<file path="config.mk">
export PLATFORM = sky130hd
export DESIGN_NAME = gray_window_arbiter_flat
export DESIGN_NICKNAME = d
export VERILOG_FILES = /design/src/rtl/gray_window_arbiter_if.sv /design/src/rtl/gray_window_arbiter.sv /design/src/flat_wrapper.sv
export SDC_FILE = /design/constraint.sdc
export NUM_CORES = 1
export LEC_CHECK = 0
export ABC_AREA = 1
export BUFFER_PORTS_ARGS = -buffer_cell sky130_fd_sc_hd__clkbuf_2
export CAP_MARGIN = 20
export CORE_ASPECT_RATIO = 1.4
export CORE_MARGIN = 2
export CORE_UTILIZATION = 58
export CTS_BUF_LIST = sky130_fd_sc_hd__clkbuf_8
export CTS_CLUSTER_DIAMETER = 50
export DETAILED_ROUTE_END_ITERATION = 10
export HOLD_SLACK_MARGIN = 0.03
export PLACE_DENSITY = 0.81
export SLEW_MARGIN = 40
export SYNTH_ARGS = -nofsm -noshare
export SYNTH_HDL_FRONTEND = slang
export SYNTH_SLANG_ARGS = --single-unit
</file>
<file path="constraint.sdc">
create_clock -name clk -period 2.3 [get_ports clk]
set_input_delay 0.115 -clock clk [delete_from_list [all_inputs] [get_ports clk]]
set_output_delay 0.115 -clock clk [all_outputs]
set_load 0.01 [all_outputs]
</file>
<file path="src/rtl/gray_window_arbiter_if.sv">
// Request/grant bundle between the requesters (master) and the Gray window arbiter (slave).
interface gray_win_if #(
  parameter int NREQ  = 4,
  parameter int CBITS = 11
);
  logic [NREQ-1:0]  req;
  logic [NREQ-1:0]  gnt;
  logic             busy;
  logic [CBITS-1:0] gray_c;
  logic             sig;
  logic             done;

  modport master (output req, input gnt, busy, gray_c, sig, done);
  modport slave  (input req, output gnt, busy, gray_c, sig, done);
endinterface

</file>
<file path="src/rtl/gray_window_arbiter.sv">
// Round-robin arbiter granting a WIN-cycle Gray-coded counter window to one requester at a time.
// Optional GRAY_WIN_EARLY_RELEASE_EN: the owner dropping its request ends the window early.
module gray_window_arbiter #(
  parameter int NREQ  = 4,
  parameter int CBITS = 11,
  parameter int WIN   = 16
) (
  input  logic      clk,
  input  logic      rst,
  gray_win_if.slave arb
);
  localparam int PW = (NREQ > 1) ? $clog2(NREQ) : 1;

  typedef enum logic {S_IDLE = 1'b0, S_RUN = 1'b1} state_t;

  state_t           r_state, w_state_nxt;
  logic [CBITS-1:0] r_cnt, w_cnt_nxt;
  logic [NREQ-1:0]  r_gnt, w_gnt_nxt;
  logic [PW-1:0]    r_own, w_own_nxt;
  logic [PW-1:0]    r_ptr, w_ptr_nxt;
  logic [PW-1:0]    w_pick;
  logic             w_found;
  logic             w_last;
  logic             w_rel;
  logic             w_end;

  // Circular search starting one past the previous owner
  always_comb begin
    w_pick  = r_ptr;
    w_found = 1'b0;
    for (int k = 1; k <= NREQ; k++) begin
      if (!w_found && arb.req[(int'(r_ptr) + k) % NREQ]) begin
        w_found = 1'b1;
        w_pick  = PW'((int'(r_ptr) + k) % NREQ);
      end
    end
  end

  assign w_last = (r_cnt == CBITS'(WIN - 1));

`ifdef GRAY_WIN_EARLY_RELEASE_EN
  assign w_rel = ~arb.req[r_own];
`else
  assign w_rel = 1'b0;
`endif

  assign w_end = (r_state == S_RUN) && (w_last || w_rel);

  always_comb begin
    w_state_nxt = r_state;
    w_cnt_nxt   = r_cnt;
    w_gnt_nxt   = r_gnt;
    w_own_nxt   = r_own;
    w_ptr_nxt   = r_ptr;
    case (r_state)
      S_IDLE: begin
        w_cnt_nxt = '0;
        if (w_found) begin
          w_state_nxt = S_RUN;
          w_gnt_nxt   = {{(NREQ-1){1'b0}}, 1'b1} << w_pick;
          w_own_nxt   = w_pick;
        end
      end
      S_RUN: begin
        if (w_end) begin
          w_state_nxt = S_IDLE;
          w_gnt_nxt   = '0;
          w_cnt_nxt   = '0;
          w_ptr_nxt   = r_own;
        end else begin
          w_cnt_nxt = r_cnt + CBITS'(1);
        end
      end
      default: begin
        w_state_nxt = S_IDLE;
        w_gnt_nxt   = '0;
        w_cnt_nxt   = '0;
      end
    endcase
  end

  // Reset pointer at NREQ-1 so requester 0 wins the first tie
  always_ff @(posedge clk or posedge rst) begin
    if (rst) begin
      r_state <= S_IDLE;
      r_cnt   <= '0;
      r_gnt   <= '0;
      r_own   <= '0;
      r_ptr   <= PW'(NREQ - 1);
    end else begin
      r_state <= w_state_nxt;
      r_cnt   <= w_cnt_nxt;
      r_gnt   <= w_gnt_nxt;
      r_own   <= w_own_nxt;
      r_ptr   <= w_ptr_nxt;
    end
  end

  assign arb.gnt    = r_gnt;
  assign arb.busy   = (r_state == S_RUN);
  assign arb.gray_c = r_cnt ^ (r_cnt >> 1);
  assign arb.sig    = (r_state == S_RUN) && (r_cnt == '0);
  assign arb.done   = w_end;
endmodule

</file>
<file path="src/flat_wrapper.sv">
// flat-port wrapper written by rule: the top's interface ports become plain ports
module gray_window_arbiter_flat 
#(
  parameter int NREQ  = 4,
  parameter int CBITS = 11,
  parameter int WIN   = 16
)
  (clk, rst, arb_req, arb_gnt, arb_busy, arb_gray_c, arb_sig, arb_done);
  gray_win_if #(.NREQ(NREQ), .CBITS(CBITS)) arb_i ();
  input  logic clk;
  input  logic rst;
  input wire logic [$bits(arb_i.req)-1:0] arb_req;
  output wire logic [$bits(arb_i.gnt)-1:0] arb_gnt;
  output wire logic [$bits(arb_i.busy)-1:0] arb_busy;
  output wire logic [$bits(arb_i.gray_c)-1:0] arb_gray_c;
  output wire logic [$bits(arb_i.sig)-1:0] arb_sig;
  output wire logic [$bits(arb_i.done)-1:0] arb_done;
  assign arb_i.req = arb_req;
  assign arb_gnt = arb_i.gnt;
  assign arb_busy = arb_i.busy;
  assign arb_gray_c = arb_i.gray_c;
  assign arb_sig = arb_i.sig;
  assign arb_done = arb_i.done;
  gray_window_arbiter #(.NREQ(NREQ), .CBITS(CBITS), .WIN(WIN)) u_core (.clk(clk), .rst(rst), .arb(arb_i));
endmodule
</file>
Yosys cells after proc, flatten, opt, wreduce, memory -nomap -nowiden
Index checks and enable logic that the tools add are counted.
- bits in registers: 20
- output and inout port bits: 18
- add/subtract/negate cells: 5
- order comparisons: 4
- eq/ne operators: 3
- shifts and indexed selects: 1
- muxes and demuxes: 28
- bitwise operators: 6
- reductions and logical operators: 16
- operators by type and width (cell ; number):
    $pmux 11 s2 ; 1
    $lt 3x4->1 const B ; 4
    $mux 1 ; 14
    $add 11x1->11 const B ; 1
    $eq 11x4->1 const B ; 1
    $logic_not 11->1 ; 1
    $mux 11 ; 1
    $xor 11x10->11 ; 1
    $bmux 1 s2 ; 4
    $mux 2 ; 4
    $mux 4 ; 2
    $pmux 4 s2 ; 1
    $reduce_or 2->1 ; 4
    $reduce_and 2->1 ; 3
    $logic_and 1x1->1 ; 5
    $add 2x1->2 const B ; 2
    $add 2x2->2 const B ; 2
    $and 1x1->1 const A ; 4
    $shl 1x2->4 const A ; 1
    $logic_not 1->1 ; 3
    $ne 2x1->1 const B ; 1
    $ne 2x2->1 const B ; 1
    $pmux 1 s2 ; 1
    $not 1->1 ; 1

Logic depth before layout (Yosys ltp)
- word-level depth: 19
- gate-level depth with buffers: 13

Least setup slack after synthesis
Ideal clock, no wire load.
- kind: register to register
- start: reg u_core.r_ptr[0]
- end: reg u_core.r_own[0]
- library setup time: 0.116 ns
- arrival: 1.440 ns
- path slack: 0.743 ns
- cell stages (with the launch flop): 13
- path buffers: 1
- cells stage by stage: dfstp_2 -> buf_6 -> inv_8 -> nand2_1 -> nand2_2 -> nand2_2 -> nand2_4 -> nor2_4 -> nand3_2 -> nand2_4 -> inv_2 -> nor2_2 -> nor2_2
- longest elaborated chain between the ends: 15
- ends and longest elaborated chain (item ; RTL line ; RTL):
    start: declaration ; gray_window_arbiter.sv:20 ; logic [PW-1:0] r_ptr, w_ptr_nxt;
    start signal: assignment ; gray_window_arbiter.sv:89 ; r_ptr <= PW'(NREQ - 1);
    start signal: assignment ; gray_window_arbiter.sv:95 ; r_ptr <= w_ptr_nxt;
    $add 2x1->2 ; gray_window_arbiter.sv:32, gray_window_arbiter.sv:34 ;
    $bmux 1 s2 ; gray_window_arbiter.sv:32 ; if (!w_found && arb.req[(int'(r_ptr) + k) % NREQ]) begin
    $mux 1 (implied by the code) (2 in a row) ; gray_window_arbiter.sv:32 ;
    $mux 1 ; gray_window_arbiter.sv:32 ;
    $logic_not 1->1 ; gray_window_arbiter.sv:32 ;
    $logic_and 1x1->1 ; gray_window_arbiter.sv:32 ;
    $mux 1 ; gray_window_arbiter.sv:32 ;
    $logic_not 1->1 ; gray_window_arbiter.sv:32 ;
    $logic_and 1x1->1 ; gray_window_arbiter.sv:32 ;
    $mux 1 ; gray_window_arbiter.sv:32 ;
    $logic_not 1->1 ; gray_window_arbiter.sv:32 ;
    $logic_and 1x1->1 ; gray_window_arbiter.sv:32 ;
    $mux 1 ; gray_window_arbiter.sv:32 ;
    $reduce_and 2->1 (no line) ; -- ;
    end signal: assignment ; gray_window_arbiter.sv:94 ; r_own <= w_own_nxt;
    end: declaration ; gray_window_arbiter.sv:19 ; logic [PW-1:0] r_own, w_own_nxt;
Parallel ways exist; a longest one is shown, timed or not. The select of a mux whose other input is x is not followed.
A chain may end at the register's enable or synchronous reset.

Final worst setup path
- start: reg u_core.r_cnt[0]
- end: out arb_done
- longest elaborated chain between the ends: 2
- ends and longest elaborated chain (item ; RTL line ; RTL):
    start: declaration ; gray_window_arbiter.sv:17 ; logic [CBITS-1:0] r_cnt, w_cnt_nxt;
    start signal: assignment ; gray_window_arbiter.sv:92 ; r_cnt <= w_cnt_nxt;
    $eq 11x4->1 ; gray_window_arbiter.sv:39 ; assign w_last = (r_cnt == CBITS'(WIN - 1));
    $logic_and 1x1->1 ; gray_window_arbiter.sv:47 ; assign w_end = (r_state == S_RUN) && (w_last || w_rel);
    end: declaration ; flat_wrapper.sv:17 ; output wire logic [$bits(arb_i.done)-1:0] arb_done;
Every way passes these cells.

==> flow_summary.ini <==
[floorplanning]
initial_utilization_pct = 60.26
die_w_um = 45.90
rows = 21
die_height_um = 62.65
die-area_um2 = 2875
core_area_um2 = 2365
io_pins = 24

[worst_setup_path]
rr_endpoint = u_core.r_own[1]$_DFFE_PP0P_
endpoint_kind = output port
worst_r2r_path_depth = 11
critPathKind = reg2out
critPathMaxFanout = 6
reg2reg_slack_ps = 540
cp_data_required_time_ps = 2180
regToRegStartpoint = u_core.r_ptr[0]$_DFFE_PP1P_
critPathLaunchType = flop
cp_data_arrival_time_ps = 1690

[global_route]
grt_use_total_pct = 22.49
grt_max_degree = 21
antenna_found_initial = 0
grt_pass1_vias = 1212
grt_first_pass_wirelength_um = 4802
grt_overflow = 0

[clock_tree]
ctsResizeCount = 0
cts-htree-levels = 1
cts_buffers = 3
clock_sinks = 20
postCtsSetupBuffers = 0
cts-root-buf = clkbuf_8
holdBufCountCts = 1
clkTransAtPathRegs_ps = 70
cts_tree = built
cts_max_path_buffers = 2
clk_latency_ps = 260

[detailed_routing]
highest_layer = met4
routedWlPerCell_um = 12.01
met1_length_um = 1006
met3WireLength_um = 62
viasPerCell = 5.345
drc = 0
drt_iter0_drc = 29
route.vias.total = 1240
dr_wl_met2_um = 1627
antenna_left = 0
drt-total-wl_um = 2786
drtPass1Iterations = 4

[timing]
setup_viol = 0
period_share_pct = 78.51
fmax_ghz = 0.5538
setup_ws_ps = 494.4
tightest_slew_ps = 421.8
finalCriticalPeriod_ps = 1806
clock_skew_ps = 1.063
timing.hold.ws_ps = 376.3
grt_setup_unrepaired = false
slew_violations = 0
max_slew_margin_pct = 71.81
finalHoldViolations = 0
fin_setup_tns_ps = 0

[place]
hpwl_um = 2255
numPortBuffers = 23
gp_congestion = 0.7812
dp_cells = 227
place_ws_ps = 538.3

[final_layout]
multi_input_area_um2 = 792.0
drive_above_1_share_pct = 25.84
finalNetCount = 230
final_common_cell = nand2_1
area_delta_synth_final_pct = 12.38
regArea_um2 = 503.0
stdcell_count = 232
diodes = 0
post-route-util_pct = 67.72
layout_common_cells = nand2_1, clkbuf_2, inv_1
n_fill_cell = 203

[logic_synthesis]
synth_warnings = 0
netlist_instances = 184
synth_top_area_share_pct = 31.61
avgSynthCellArea_um2 = 7.745
ys_ff_latch = 20
seq_area_frac_synth_pct = 35.29
synth_nets = 204
yosys.area.top_type = dfrtp_1
synth_area_um2 = 1425
yosysUniqueCellTypes = 26
synth_area_leaders = dfrtp_1, nand2_1, ha_1

[run]
maxCapViolations = 0

[power_and_ir_drop]
ir_worst_vdd_uv = 818.3
p_leak_nw = 0.9218
powerDensity_nw_per_um2 = 1266

[hold_path]
hold_path_class = in2async

[outcome]
outcome = completed
[layout make-up]
class | count | share of cell area [%]
clock buffer | 3 | 2.578
clock inverter | 1 | 0.2344
inverter | 26 | 6.719
multi-input combinational | 135 | 49.45
sequential | 20 | 31.41
tap | 23 | 1.797
timing repair buffer | 24 | 7.812
[worst max path at each step]
stage / from / end / slack [ps] / cells after the start
after floorplan: u_core.r_ptr[0]$_DFFE_PP1P_ / u_core.r_own[0]$_DFFE_PP0P_ / 740 / 12
after global placement: u_core.r_ptr[0]$_DFFE_PP1P_ / u_core.arb.gnt[2]$_DFFE_PP0P_ / 640 / 11
after detailed placement: u_core.r_ptr[0]$_DFFE_PP1P_ / u_core.r_own[1]$_DFFE_PP0P_ / 540 / 11
after CTS: u_core.r_cnt[0]$_DFF_PP0_ / arb_done / 480 / 6
after global routing: u_core.r_cnt[0]$_DFF_PP0_ / arb_done / 350 / 6
final: u_core.r_cnt[0]$_DFF_PP0_ / arb_done / 490 / 6
[routing by layer]
metal / up-vias / track usage, %
li1: 622 / -
met1: 589 / 23.15
met2: 20 / 40.80
met3: 9 / 2.601
met4: 0 / 11.79
met5: - / 0
[synth_stat cells, drive strengths merged]
library cell,n
clkbuf,1
inv,26
nor2,20
dfstp,2
nand4,2
ha,14
nand2,65
dfrtp,18
nand3,18
xor2,5
nor3,3
xnor2,1
a21oi,2
buf,2
o21ai,5
[logic make-up (layout without fill, tap and decap cells)]
group / Yosys count / in the layout / share of synthesized area (%)
simple gates: 108 / 108 / 37.14
buf+inv: 29 / 54 / 9.131
compound gates: 7 / 7 / 2.458
fa+ha+maj: 14 / 14 / 12.29
flops: 20 / 20 / 35.29
xor+xnor: 6 / 6 / 3.687
[sequential cells by signal, indices dropped and copies added (netlist names)]
register and flops:
u_core.r_ptr 2, u_core.r_cnt 11, u_core.r_own 2, u_core.arb.gnt 4, u_core.arb.busy 1
[critical path, cell delays in order (launching register included)]
cell and delay (ps):
dfrtp_1 450, ha_1 230, nand2_1 100, nor2_1 110
inv_1 60, nor2_1 290, clkbuf_2 200
[stage by stage]
step / power, mW / area [um2]
floorplan: 1.535 / 1425
global placement: 1.747 / 1546
detailed placement: 1.809 / 1546
CTS: 2.050 / 1602
global route: 2.231 / 1602
finish: 2.027 / 1602
[power breakdown]
group          leakage [nW]  total (mW)  switching [mW]  internal (mW)
sequential            0.253       0.595           0.124          0.471
clock                0.0269       0.231           0.112          0.119
combinational         0.642        1.20           0.775          0.427
No activity file was read; power rests on OpenSTA's default activity.
